**src/rtl/retire_trace_if.sv**
```systemverilog
// retire_trace_if: writeback capture inputs and trace record outputs of the retire trace FIFO
interface retire_trace_if;
  logic        wb_valid;
  logic [15:0] wb_pc, wb_inst, wb_wdata, wb_memaddr, wb_memdata;
  logic        wb_regwrite, wb_memread, wb_memwrite, wb_halt;
  logic [2:0]  wb_wreg;
  logic        out_ready;
  logic        out_valid;
  logic [31:0] out_inum;
  logic [15:0] out_pc, out_inst, out_wdata, out_memaddr, out_memdata;
  logic [2:0]  out_wreg;
  logic        out_regwrite, out_memread, out_memwrite, out_halt;
  logic [31:0] inst_count, cycle_count;
  logic        halted, overflow, empty_after_halt;
  modport master (
    output wb_valid, wb_pc, wb_inst, wb_wdata, wb_memaddr, wb_memdata,
           wb_regwrite, wb_memread, wb_memwrite, wb_halt, wb_wreg, out_ready,
    input  out_valid, out_inum, out_pc, out_inst, out_wdata, out_memaddr, out_memdata,
           out_wreg, out_regwrite, out_memread, out_memwrite, out_halt,
           inst_count, cycle_count, halted, overflow, empty_after_halt
  );
  modport slave (
    input  wb_valid, wb_pc, wb_inst, wb_wdata, wb_memaddr, wb_memdata,
           wb_regwrite, wb_memread, wb_memwrite, wb_halt, wb_wreg, out_ready,
    output out_valid, out_inum, out_pc, out_inst, out_wdata, out_memaddr, out_memdata,
           out_wreg, out_regwrite, out_memread, out_memwrite, out_halt,
           inst_count, cycle_count, halted, overflow, empty_after_halt
  );
endinterface

```
**src/rtl/retire_trace_fifo.sv**
```systemverilog
// retire_trace_fifo: numbers each retiring instruction and buffers its record for the trace consumer
module retire_trace_fifo #(
  parameter int DEPTH = 8,
  parameter int PTR_W = 3
) (
  input logic clk,
  input logic rst,
  retire_trace_if.slave bus
);
  typedef struct packed {
    logic [31:0] inum;
    logic [15:0] pc, inst, wdata, memaddr, memdata;
    logic [2:0]  wreg;
    logic        regwrite, memread, memwrite, halt;
  } rec_t;
  localparam logic [PTR_W:0] FULL = (PTR_W+1)'(DEPTH);
  rec_t             mem_q [DEPTH];
  rec_t             wrec, head;
  logic [PTR_W-1:0] wr_ptr_q, wr_ptr_d, rd_ptr_q, rd_ptr_d;
  logic [PTR_W:0]   count_q, count_d;
  logic [31:0]      inst_count_q, inst_count_d, cycle_count_q, cycle_count_d;
  logic             halted_q, halted_d, overflow_q, overflow_d;
  logic             push, pop, wr, nonempty;
  always_comb begin
    nonempty      = count_q != '0;
    push          = bus.wb_valid & ~halted_q;
    pop           = nonempty & bus.out_ready;
    wr            = push & ((count_q != FULL) | pop);
    count_d       = count_q + (PTR_W+1)'(wr) - (PTR_W+1)'(pop);
    wr_ptr_d      = wr_ptr_q + PTR_W'(wr);
    rd_ptr_d      = rd_ptr_q + PTR_W'(pop);
    // a dropped record still consumes a number so the gap is visible downstream
    inst_count_d  = inst_count_q + 32'(push);
    cycle_count_d = cycle_count_q + 32'd1;
    halted_d      = halted_q | (push & bus.wb_halt);
    overflow_d    = overflow_q | (push & ~wr);
    wrec.inum     = inst_count_q;
    wrec.pc       = bus.wb_pc;
    wrec.inst     = bus.wb_inst;
    wrec.wdata    = bus.wb_wdata;
    wrec.memaddr  = bus.wb_memaddr;
    wrec.memdata  = bus.wb_memdata;
    wrec.wreg     = bus.wb_wreg;
    wrec.regwrite = bus.wb_regwrite;
    wrec.memread  = bus.wb_memread;
    wrec.memwrite = bus.wb_memwrite;
    wrec.halt     = bus.wb_halt;
    head          = nonempty ? mem_q[rd_ptr_q] : '0;
  end
  always_ff @(posedge clk or negedge rst) begin
    if (!rst) begin
      wr_ptr_q      <= '0;
      rd_ptr_q      <= '0;
      count_q       <= '0;
      inst_count_q  <= '0;
      cycle_count_q <= '0;
      halted_q      <= 1'b0;
      overflow_q    <= 1'b0;
    end else begin
      wr_ptr_q      <= wr_ptr_d;
      rd_ptr_q      <= rd_ptr_d;
      count_q       <= count_d;
      inst_count_q  <= inst_count_d;
      cycle_count_q <= cycle_count_d;
      halted_q      <= halted_d;
      overflow_q    <= overflow_d;
    end
  end
  always_ff @(posedge clk)
    if (wr) mem_q[wr_ptr_q] <= wrec;
  assign bus.out_valid        = nonempty;
  assign bus.out_inum         = head.inum;
  assign bus.out_pc           = head.pc;
  assign bus.out_inst         = head.inst;
  assign bus.out_wdata        = head.wdata;
  assign bus.out_memaddr      = head.memaddr;
  assign bus.out_memdata      = head.memdata;
  assign bus.out_wreg         = head.wreg;
  assign bus.out_regwrite     = head.regwrite;
  assign bus.out_memread      = head.memread;
  assign bus.out_memwrite     = head.memwrite;
  assign bus.out_halt         = head.halt;
  assign bus.inst_count       = inst_count_q;
  assign bus.cycle_count      = cycle_count_q;
  assign bus.halted           = halted_q;
  assign bus.overflow         = overflow_q;
  assign bus.empty_after_halt = halted_q & ~nonempty;
endmodule

```
**src/flat_wrapper.sv**
```systemverilog
// flat-port wrapper written by rule: the top's interface ports become plain ports
module retire_trace_fifo_flat 
#(
  parameter int DEPTH = 8,
  parameter int PTR_W = 3
)
  (clk, rst, bus_wb_valid, bus_wb_pc, bus_wb_inst, bus_wb_wdata, bus_wb_memaddr, bus_wb_memdata, bus_wb_regwrite, bus_wb_memread, bus_wb_memwrite, bus_wb_halt, bus_wb_wreg, bus_out_ready, bus_out_valid, bus_out_inum, bus_out_pc, bus_out_inst, bus_out_wdata, bus_out_memaddr, bus_out_memdata, bus_out_wreg, bus_out_regwrite, bus_out_memread, bus_out_memwrite, bus_out_halt, bus_inst_count, bus_cycle_count, bus_halted, bus_overflow, bus_empty_after_halt);
  retire_trace_if bus_i ();
  input logic clk;
  input logic rst;
  input wire logic [$bits(bus_i.wb_valid)-1:0] bus_wb_valid;
  input wire logic [$bits(bus_i.wb_pc)-1:0] bus_wb_pc;
  input wire logic [$bits(bus_i.wb_inst)-1:0] bus_wb_inst;
  input wire logic [$bits(bus_i.wb_wdata)-1:0] bus_wb_wdata;
  input wire logic [$bits(bus_i.wb_memaddr)-1:0] bus_wb_memaddr;
  input wire logic [$bits(bus_i.wb_memdata)-1:0] bus_wb_memdata;
  input wire logic [$bits(bus_i.wb_regwrite)-1:0] bus_wb_regwrite;
  input wire logic [$bits(bus_i.wb_memread)-1:0] bus_wb_memread;
  input wire logic [$bits(bus_i.wb_memwrite)-1:0] bus_wb_memwrite;
  input wire logic [$bits(bus_i.wb_halt)-1:0] bus_wb_halt;
  input wire logic [$bits(bus_i.wb_wreg)-1:0] bus_wb_wreg;
  input wire logic [$bits(bus_i.out_ready)-1:0] bus_out_ready;
  output wire logic [$bits(bus_i.out_valid)-1:0] bus_out_valid;
  output wire logic [$bits(bus_i.out_inum)-1:0] bus_out_inum;
  output wire logic [$bits(bus_i.out_pc)-1:0] bus_out_pc;
  output wire logic [$bits(bus_i.out_inst)-1:0] bus_out_inst;
  output wire logic [$bits(bus_i.out_wdata)-1:0] bus_out_wdata;
  output wire logic [$bits(bus_i.out_memaddr)-1:0] bus_out_memaddr;
  output wire logic [$bits(bus_i.out_memdata)-1:0] bus_out_memdata;
  output wire logic [$bits(bus_i.out_wreg)-1:0] bus_out_wreg;
  output wire logic [$bits(bus_i.out_regwrite)-1:0] bus_out_regwrite;
  output wire logic [$bits(bus_i.out_memread)-1:0] bus_out_memread;
  output wire logic [$bits(bus_i.out_memwrite)-1:0] bus_out_memwrite;
  output wire logic [$bits(bus_i.out_halt)-1:0] bus_out_halt;
  output wire logic [$bits(bus_i.inst_count)-1:0] bus_inst_count;
  output wire logic [$bits(bus_i.cycle_count)-1:0] bus_cycle_count;
  output wire logic [$bits(bus_i.halted)-1:0] bus_halted;
  output wire logic [$bits(bus_i.overflow)-1:0] bus_overflow;
  output wire logic [$bits(bus_i.empty_after_halt)-1:0] bus_empty_after_halt;
  assign bus_i.wb_valid = bus_wb_valid;
  assign bus_i.wb_pc = bus_wb_pc;
  assign bus_i.wb_inst = bus_wb_inst;
  assign bus_i.wb_wdata = bus_wb_wdata;
  assign bus_i.wb_memaddr = bus_wb_memaddr;
  assign bus_i.wb_memdata = bus_wb_memdata;
  assign bus_i.wb_regwrite = bus_wb_regwrite;
  assign bus_i.wb_memread = bus_wb_memread;
  assign bus_i.wb_memwrite = bus_wb_memwrite;
  assign bus_i.wb_halt = bus_wb_halt;
  assign bus_i.wb_wreg = bus_wb_wreg;
  assign bus_i.out_ready = bus_out_ready;
  assign bus_out_valid = bus_i.out_valid;
  assign bus_out_inum = bus_i.out_inum;
  assign bus_out_pc = bus_i.out_pc;
  assign bus_out_inst = bus_i.out_inst;
  assign bus_out_wdata = bus_i.out_wdata;
  assign bus_out_memaddr = bus_i.out_memaddr;
  assign bus_out_memdata = bus_i.out_memdata;
  assign bus_out_wreg = bus_i.out_wreg;
  assign bus_out_regwrite = bus_i.out_regwrite;
  assign bus_out_memread = bus_i.out_memread;
  assign bus_out_memwrite = bus_i.out_memwrite;
  assign bus_out_halt = bus_i.out_halt;
  assign bus_inst_count = bus_i.inst_count;
  assign bus_cycle_count = bus_i.cycle_count;
  assign bus_halted = bus_i.halted;
  assign bus_overflow = bus_i.overflow;
  assign bus_empty_after_halt = bus_i.empty_after_halt;
  retire_trace_fifo #(.DEPTH(DEPTH), .PTR_W(PTR_W)) u_core (.clk(clk), .rst(rst), .bus(bus_i));
endmodule
```
**config.mk**
```make
export PLATFORM = sky130hd
export DESIGN_NAME = retire_trace_fifo_flat
export DESIGN_NICKNAME = d
export VERILOG_FILES = /design/src/rtl/retire_trace_if.sv /design/src/rtl/retire_trace_fifo.sv /design/src/flat_wrapper.sv
export SDC_FILE = /design/constraint.sdc
export NUM_CORES = 1
export LEC_CHECK = 0
export CORE_AREA = 2 2 271 273
export CTS_BUF_LIST = sky130_fd_sc_hd__clkbuf_8
export DETAILED_ROUTE_END_ITERATION = 7
export DIE_AREA = 0 0 273 275
export PLACE_DENSITY = 0.78
export SYNTH_ARGS = -nofsm -noshare
export SYNTH_HDL_FRONTEND = slang
export SYNTH_SLANG_ARGS = --single-unit
export TNS_END_PERCENT = 10
```
**constraint.sdc**
```tcl
create_clock -name clk -period 10.9 [get_ports clk]
set_input_delay 1.09 -clock clk [delete_from_list [all_inputs] [get_ports clk]]
set_output_delay 1.09 -clock clk [all_outputs]
set_load 0.1 [all_outputs]
```
# ---- After elaboration in Yosys (flattened, before gate mapping)
# Memory sizes are Yosys's and may differ from the RTL's.
# Index checks and enable logic that the tools add are counted.
dict set report totals {
  ff_bits 76
  latchBits 0
  ramBits 952
  mem_bits_ro 0
  n_memories 1
  out_inout_bits 187
  elab_cells 31
}
dict set report classes {
  reduce_logical 1
  n_eq_ne 1
  n_mul 0
  n_bitwise 12
  n_addsub 6
  n_shift 0
  n_lt_le_gt_ge 0
  div_mod_pow 0
  mux 3
}
# memory depth word_bits rd rd_clocked_by_memory_dff wr line_no
set memory_table {}
lappend memory_table {u_core.mem_q 8 119 1 0 1 retire_trace_fifo.sv:17} ;# rec_t mem_q [DEPTH];
# cell n
set ops {}
lappend ops {{$mux W119} 1}
lappend ops {{$add A32 B1 Y32} 1}
lappend ops {{$add A32 B1 Y32 const B} 1}
lappend ops {{$add A3 B1 Y3} 2}
lappend ops {{$and A1 B1 Y1} 6}
lappend ops {{$add A4 B1 Y4} 1}
lappend ops {{$ne A4 B4 Y1 const B} 1}
lappend ops {{$reduce_bool A4 Y1} 1}
lappend ops {{$sub A4 B1 Y4} 1}
lappend ops {{$not A1 Y1} 3}
lappend ops {{$or A1 B1 Y1} 3}
lappend ops {{$mux W1} 2}

# ---- Depth between registers and ports, before layout
# Gate-level depths: netlist (run 1).
dict set report logic_depth {
  depth_word 7
  mapped_depth 12
  ltp_nobuf 11
}

# ---- Least setup slack after synthesis (run 1)
# Ideal clock, no wire load.
dict set report synth_path {
  kind {input-to-reg}
  from {input bus_out_ready}
  to {memory u_core.mem_q[1][0] in the netlist's numbering (enable)}
  t_arrival_ns 9.819
  t_required_ns 10.157
  cell_stages 4
  slack_ns 0.338
  path_cell_list {nand2b_1 a311oi_1 nand2_1 nor3_1}
}
dict set report synth_via {
  elab_chain_len 5
}
# element line_no
set synth_lines {}
lappend synth_lines {{from (decl)} flat_wrapper.sv:22} ;# input wire logic [$bits(bus_i.out_ready)-1:0] bus_out_ready;
lappend synth_lines {{$and A1 B1 Y1} retire_trace_fifo.sv:27} ;# pop = nonempty & bus.out_ready;
lappend synth_lines {{$or A1 B1 Y1} retire_trace_fifo.sv:28} ;# wr = push & ((count_q != FULL) | pop);
lappend synth_lines {{$and A1 B1 Y1} retire_trace_fifo.sv:28}
lappend synth_lines {{$mux W1} retire_trace_fifo.sv:70} ;# if (wr) mem_q[wr_ptr_q] <= wrec;
lappend synth_lines {{$mux W1 (implied by the code)} retire_trace_fifo.sv:70}
lappend synth_lines {{to (decl)} retire_trace_fifo.sv:17}
# No other way between the ends.

# ---- Worst setup path in the final report (run 1)
dict set report layout_path {
  from {register u_core.rd_ptr_q[2]}
  to {output bus_out_memread}
}
dict set report layout_via {
  elab_chain_len 2
}
# element line_no
set layout_lines {}
lappend layout_lines {{from (decl)} retire_trace_fifo.sv:19} ;# logic [PTR_W-1:0] wr_ptr_q, wr_ptr_d, rd_ptr_q, rd_ptr_d;
lappend layout_lines {{from (signal assigned)} retire_trace_fifo.sv:61} ;# rd_ptr_q <= rd_ptr_d;
lappend layout_lines {{$mem_v2 Z8 W119} n/a}
lappend layout_lines {{$mux W119} retire_trace_fifo.sv:48} ;# head = nonempty ? mem_q[rd_ptr_q] : '0;
lappend layout_lines {{to (decl)} flat_wrapper.sv:32} ;# output wire logic [$bits(bus_i.out_memread)-1:0] bus_out_memread;
# No other way between the ends.

==> results of run 1 <==
==> state kept, by name, summed over array words and instances (netlist names) <==
name                    flops
u_core.bus.cycle_count     32
u_core.wr_ptr_q             3
u_core.rd_ptr_q             3
u_core.bus.inst_count      32
u_core.mem_q              952
u_core.count_q              4
u_core.bus.overflow         1
u_core.bus.halted           1
==> critical path, stage by stage (launching register included) <==
cell and delay [ns]:
dfrtp_4 1.00, buf_4 0.75, buf_4 0.84, mux2i_1 0.17, nor2_1 0.16, clkdlybuf4s50_1 1.18
==> cell type report <==
type / instances / area [um^2] / area share
antenna: 3 / 7.507 / 0.0001612
tap: 959 / 1200 / 0.02576
clock inverter: 120 / 803.3 / 0.01725
inverter: 17 / 63.81 / 0.001370
multi-input combinational: 696 / 8625 / 0.1852
timing repair buffer: 307 / 3020 / 0.06485
clock buffer: 171 / 2354 / 0.05053
sequential: 1028 / 30500 / 0.6549
==> logic make-up after synthesis <==
logic type	Yosys count	share of synthesized area
flip-flops	1028	0.7723
multiplexers	357	0.1659
AND/OR/NAND/NOR	256	0.03125
buffers and inverters	100	0.01068
XOR/XNOR	64	0.01420
adder cells (fa/ha/maj)	14	0.004627
AO/OA/AOI/OAI	5	0.0009823
==> stage by stage <==
| stage | area (um^2) | hold WS [ns] | utilization | power (mW) |
|---|---|---|---|---|
| floorplan | 39480 | 0.4765 | - | 9.068 |
| global placement | 43410 | 0.4639 | 0.6001 | 10.38 |
| detailed placement | 43410 | 0.4749 | 0.6001 | 10.41 |
| CTS | 46570 | 0.4449 | 0.6437 | 13.56 |
| global route | 46570 | 0.4573 | 0.6437 | 13.90 |
| finish | 46570 | 0.4376 | 0.6438 | 13.43 |
==> synthesized netlist by cell type, types with 9 or more instances <==
cell type,number,share of area
and3_1,10,0.0016
buf_1,9,0.00086
buf_2,28,0.0035
clkbuf_1,44,0.0042
dfrtp_1,76,0.048
edfxtp_1,952,0.72
ha_1,13,0.0041
inv_1,17,0.0016
mux2i_1,119,0.030
mux4_2,238,0.14
nand2_1,24,0.0023
nand3_1,22,0.0028
nand4_1,25,0.0040
nor2_1,141,0.013
xnor2_1,48,0.011
xor2_1,16,0.0035
==> routing by layer <==
metal  vias up  global-route usage  part of all wire
li1       8262                   -                 -
met1     10156              0.3035              0.41
met2       697              0.3597              0.49
met3       137             0.05892             0.073
met4        10             0.07161             0.022
met5         -                   0           0.00068
==> where the power goes <==
part / internal, mW / leakage [nW] / switching, mW
logic: 1.70 / 4.31 / 4.10
clock network: 1.68 / 1.79 / 1.46
registers: 4.33 / 9.58 / 0.163
==> path summary, 6_finish.rpt <==
path | start | cells past startpoint | endpoint | slack [ns]
max in group asynchronous | rst | 1 | u_core.rd_ptr_q[0] | 9.71
setup reg to reg | u_core.count_q[3] | 7 | u_core.mem_q[3][65] | 6.49
hold reg to reg | u_core.bus.cycle_count[31] | 1 | u_core.bus.cycle_count[31] | 0.49
setup / recovery | u_core.rd_ptr_q[2] | 5 | bus_out_memread | 4.85
min in group clk | u_core.bus.cycle_count[31] | 1 | u_core.bus.cycle_count[31] | 0.49
hold / removal | rst | 1 | u_core.bus.overflow | 0.44
==> reports/metrics.cfg, run 1 <==
[detailed_routing]
routedWlPerCell_um = 25.07
wl_mm = 82.77
drtAntennaViolNets = 0
via_per_inst = 5.835
drt_first_pass_iters = 7
drt_iter0_markers = 1659
drc = 0
vias = 19262

[cts]
clockBufferDepth = 3
cts_sinks = 1028
clk_pin_slew_ns = 0.06
post-cts-setup-buffers = 0
insertion_delay_ns = 0.79
holdBufCountCts = 0
cts_made_buffers = 161
cts_resized = 0
h-tree-depth = 4
cts_tree = yes
cts-root-buf = clkbuf_8

[critical_path]
arrival_ns = 4.96
path_max_fanout = 52
worstPathRequired_ns = 9.81
crit_path_end_kind = output port
startpoint_type = flip-flop
criticalPathCategory = reg -> out

[sta]
fin_ws_ns = 4.852
worst_slew_pin_slew_ns = 1.293
setup_viol = 0
rsz0062_at_grt = false
maxSlewViolCount = 0
finalHoldViolCount = 0
max_freq_ghz = 0.1653
period_needed_ns = 6.048
fin_tns_setup_ns = 0
period_share = 0.5549
relSlewSlack = 0.1379
skew_ns = 0.03724

[yosys]
synth_seq_area_share = 0.7723
syn_avg_cell_area_um2 = 21.64
yosysWarnings = 0
synth_edf_count = 952
syn-instance-count = 1824
synth_ff_type = edfxtp_1
ys_async_sr_fraction = 0.07393
ys_seq_elements = 1028
syn_nets = 1929
netlist_area_um2 = 39480
yosys.cell_types.count = 34

[grt]
grt_pass1_wl_mm = 123.8
gr-total-overflow = 0
track_usage = 0.2237
grt_max_degree = 175
antenna_found_initial = 6
grt_pass1_vias = 19997

[floorplanning]
die_y_um = 275
coreArea_um2 = 72340
rows = 99
io_pins = 278
start_util = 0.5457
die-area_um2 = 75080
dieWidth_um = 273

[placed_design]
gp_congestion = 0.7532
io_buffers = 277
dp_hpwl_mm = 45.80
place_ws_ns = 5.650
place_inst = 3007

[power_and_ir_drop]
p_leak_nw = 15.68
ir_worst_vdd_mv = 0.4726
p_per_area_nw_per_um2 = 288.4

[run]
drv_cap = 0

[outcome]
run_status = completed

[layout]
layout_common_cells = edfxtp_1 (952), clkdlybuf4s50_1 (276), mux4_2 (238), clkbuf_8 (171), nor2_1 (135)
area_growth_syn_to_layout_pct = 17.97
final_common_cell = edfxtp_1
nNetsFinal = 2316
fin_cells = 3301
drive_gt1_frac = 0.2150
n_fill_cell = 4713

[worst_hold_path]
hp-class = in -> async

(Power assumes the default switching activity.)
==> run 2: changes to the inputs <==
==> constraint.sdc (replaced) <==
create_clock -name clk -period 5.2 [get_ports clk]
set_input_delay 0.52 -clock clk [delete_from_list [all_inputs] [get_ports clk]]
set_output_delay 0.52 -clock clk [all_outputs]
set_load 0.1 [all_outputs]
==> run 2 against run 1 <==
Effect of this change: the run now ends with DRC left; largest cell class unchanged; non-clock buffer count increased by 9; routed wire length grew 0.93%; highest routed layer unchanged; critical path type unchanged; global-route usage is 0.24 points higher; die area did not move; sequential cell count unchanged; critical path depth unchanged; register-to-register slack got worse by 4.2 ns.
==> reports/metrics.cfg, run 2 (synthesis gave the netlist of run 1 again) <==
[grt]
gr-total-overflow = 0  ; unchanged
track_usage = 0.2262  ; +0.002436
antenna_found_initial = 9  ; +3
grt_max_degree = 80  ; -54%
grt_pass1_wl_mm = 125.0  ; +1.0%
grt_pass1_vias = 20400  ; +2.0%

[detailed_routing]
vias = 19398  ; +0.71%
routedWlPerCell_um = 25.28  ; +0.81%
via_per_inst = 5.869  ; +0.58%
wl_mm = 83.54  ; +0.93%
drt_first_pass_iters = 8  ; +1
drtAntennaViolNets = 0  ; unchanged
drc = 3  ; +3
drt_iter0_markers = 1639  ; -1.2%

[sta]
hold-worst-slack_ns = 0.3264  ; -0.1113 ns
finalHoldViolCount = 0  ; unchanged
fin_ws_ns = 0.4532  ; -4.399 ns
maxSlewViolCount = 0  ; unchanged
period_needed_ns = 4.747
rsz0062_at_grt = false
max_freq_ghz = 0.2107
worst_slew_pin_slew_ns = 1.130  ; -0.1626 ns
skew_ns = 0.05707  ; +0.01983 ns
setup_viol = 0  ; unchanged
period_share = 0.9128
relSlewSlack = 0.2440  ; +0.1061

[critical_path]
startpoint_type = flip-flop
criticalPathCategory = reg -> out
worstPathCellList = buf_4, mux4_2, mux2i_1, nor2_1, clkdlybuf4s50_1
slowest_delay_ns = 1.01  ; -0.17 ns
r2r_setup_slack_ns = 2.25  ; -4.24 ns
crit_path_end_kind = output port
worstPathRequired_ns = 4.68  ; -5.13 ns
path_max_fanout = 52  ; unchanged
cp_slowest_cell = dfrtp_4
arrival_ns = 4.23  ; -0.73 ns

[layout]
regMostFlops = u_core.mem_q
drive_gt1_frac = 0.2252  ; +0.01011
n_fill_cell = 4698  ; -0.32%
final_common_cell = edfxtp_1
layout_common_cells = edfxtp_1 (952), clkdlybuf4s50_1 (247), mux4_2 (238), clkbuf_8 (168), nor2_1 (135)
area_growth_syn_to_layout_pct = 18.13
nNetsFinal = 2325  ; +0.39%
largest_register_ffs = 952  ; unchanged

[placed_design]
dp_hpwl_mm = 45.21  ; -1.3%
io_buffers = 277  ; unchanged
gp_congestion = 0.7849  ; +4.2%
place_ws_ns = 1.288  ; -4.363 ns

[floorplanning]
die-area_um2 = 75080  ; unchanged
coreArea_um2 = 72340  ; unchanged
die_y_um = 275  ; unchanged
dieWidth_um = 273  ; unchanged
rows = 99  ; unchanged
io_pins = 278  ; unchanged
start_util = 0.5457  ; unchanged

[cts]
post-cts-setup-buffers = 0  ; unchanged
cts_tree = yes
clk_pin_slew_ns = 0.06  ; about the same
h-tree-depth = 4  ; unchanged
cts_sinks = 1028  ; unchanged
cts_made_buffers = 161  ; unchanged
insertion_delay_ns = 0.82  ; +0.03 ns
clockBufferDepth = 3  ; unchanged
cts_resized = 0  ; unchanged
cts-root-buf = clkbuf_8

[outcome]
run_status = finished, violations left
violations = DRC

[power_and_ir_drop]
total_power_mw = 27.80  ; +110%
p_per_area_nw_per_um2 = 596.1  ; +110%
intPower_mw = 15.82  ; +110%
p_leak_nw = 15.74  ; +0.38%
pwr-share-clk = 0.226  ; -0.008
p_switching_mw = 11.98  ; +110%
seqPwrFrac = 0.339  ; +0.004
ir_worst_vdd_mv = 0.9732  ; +110%
power_frac_comb = 0.436  ; +0.004
switching_share = 0.4310  ; +0.005054

[run]
drv_cap = 0  ; unchanged

[worst_hold_path]
hp-class = in -> reg

-- run 2: changes by cell type in the layout (fill, tap and decap cells not counted), moves of 2 or more --
| cell | change |
|---|---|
| clkinv_2 | -4 |
| inv_6 | -3 |
| buf_12 | +18 |
| nor3_4 | +2 |
| inv_1 | +9 |
| clkdlybuf4s50_1 | -29 |
| clkbuf_8 | -3 |
| bufinv_16 | -5 |
| buf_4 | +19 |
| diode_2 | -2 |
| nor3_2 | -2 |
-- run 2: path summary, 6_finish.rpt --
| path | startpoint | end | cells past startpoint |
|---|---|---|---|
| hold reg to reg | u_core.bus.overflow | u_core.bus.overflow | 1 |
| setup reg to reg | u_core.count_q[1] | u_core.count_q[2] | 10 |
| setup / recovery | u_core.rd_ptr_q[1] | bus_out_inum[15] | 5 |
| max in group asynchronous | rst | u_core.rd_ptr_q[0] | 2 |
| min in group asynchronous | rst | u_core.bus.overflow | 2 |
| hold / removal | bus_wb_valid | u_core.bus.halted | 2 |
-- run 2: area by class of cell --
cell class,count,area (um^2),share of cell area
repair buffers,316,3243,0.06954
clock buffers,168,2312,0.04958
flip-flops and latches,1028,30500,0.6540
diodes,1,2.502,0.00005366
multi-input cells,696,8637,0.1852
inverters,17,63.81,0.001368
clock inverters,120,675.6,0.01449
well taps,959,1200,0.02573
-- run 2: per-layer routing --
layer	share of wire	GRT usage	wire length, um	vias to the layer above
li1	-	-	-	8262
met1	0.41	0.3055	33900	10242
met2	0.50	0.3664	41540	744
met3	0.078	0.06110	6482	134
met4	0.018	0.06672	1518	16
met5	0.0011	0	95	-
-- run 2: metrics by stage --
step                      utilization  cells  cell area, um^2  setup TNS (ns)
final                          0.6447   3305            46630               0
after global routing           0.6446   3304            46630               0
after CTS                      0.6446   3304            46630               0
after detailed placement       0.6032   3015            43630               0
after global placement         0.6032   3015            43630               0
after floorplan                     -   1824            39490        -1663.70
-- run 2: power by group through the flow --
stage | combinational [mW] | sequential (mW) | clock (mW)
after global routing | 12.6 | 9.43 | 6.76
after global placement | 12.1 | 9.58 | 0
after CTS | 12.2 | 9.42 | 6.42
after detailed placement | 12.2 | 9.59 | 0
final | 12.1 | 9.41 | 6.28
after floorplan | 9.62 | 9.39 | 0
-- run 2: critical path: cells and delay by family (launching register included) --
kind,cells,cell delay (ns)
and+or+nand+nor,1,0.09
muxes,2,0.79
buffers and inverters,2,1.52
DFF,1,1.01
-- run 2: what timing repair did --
item | in CTS | in global routing
hold buffers | 1 | 0
endpoints found under the hold margin | 76 | 0
endpoints found under the setup margin | 0 | 0
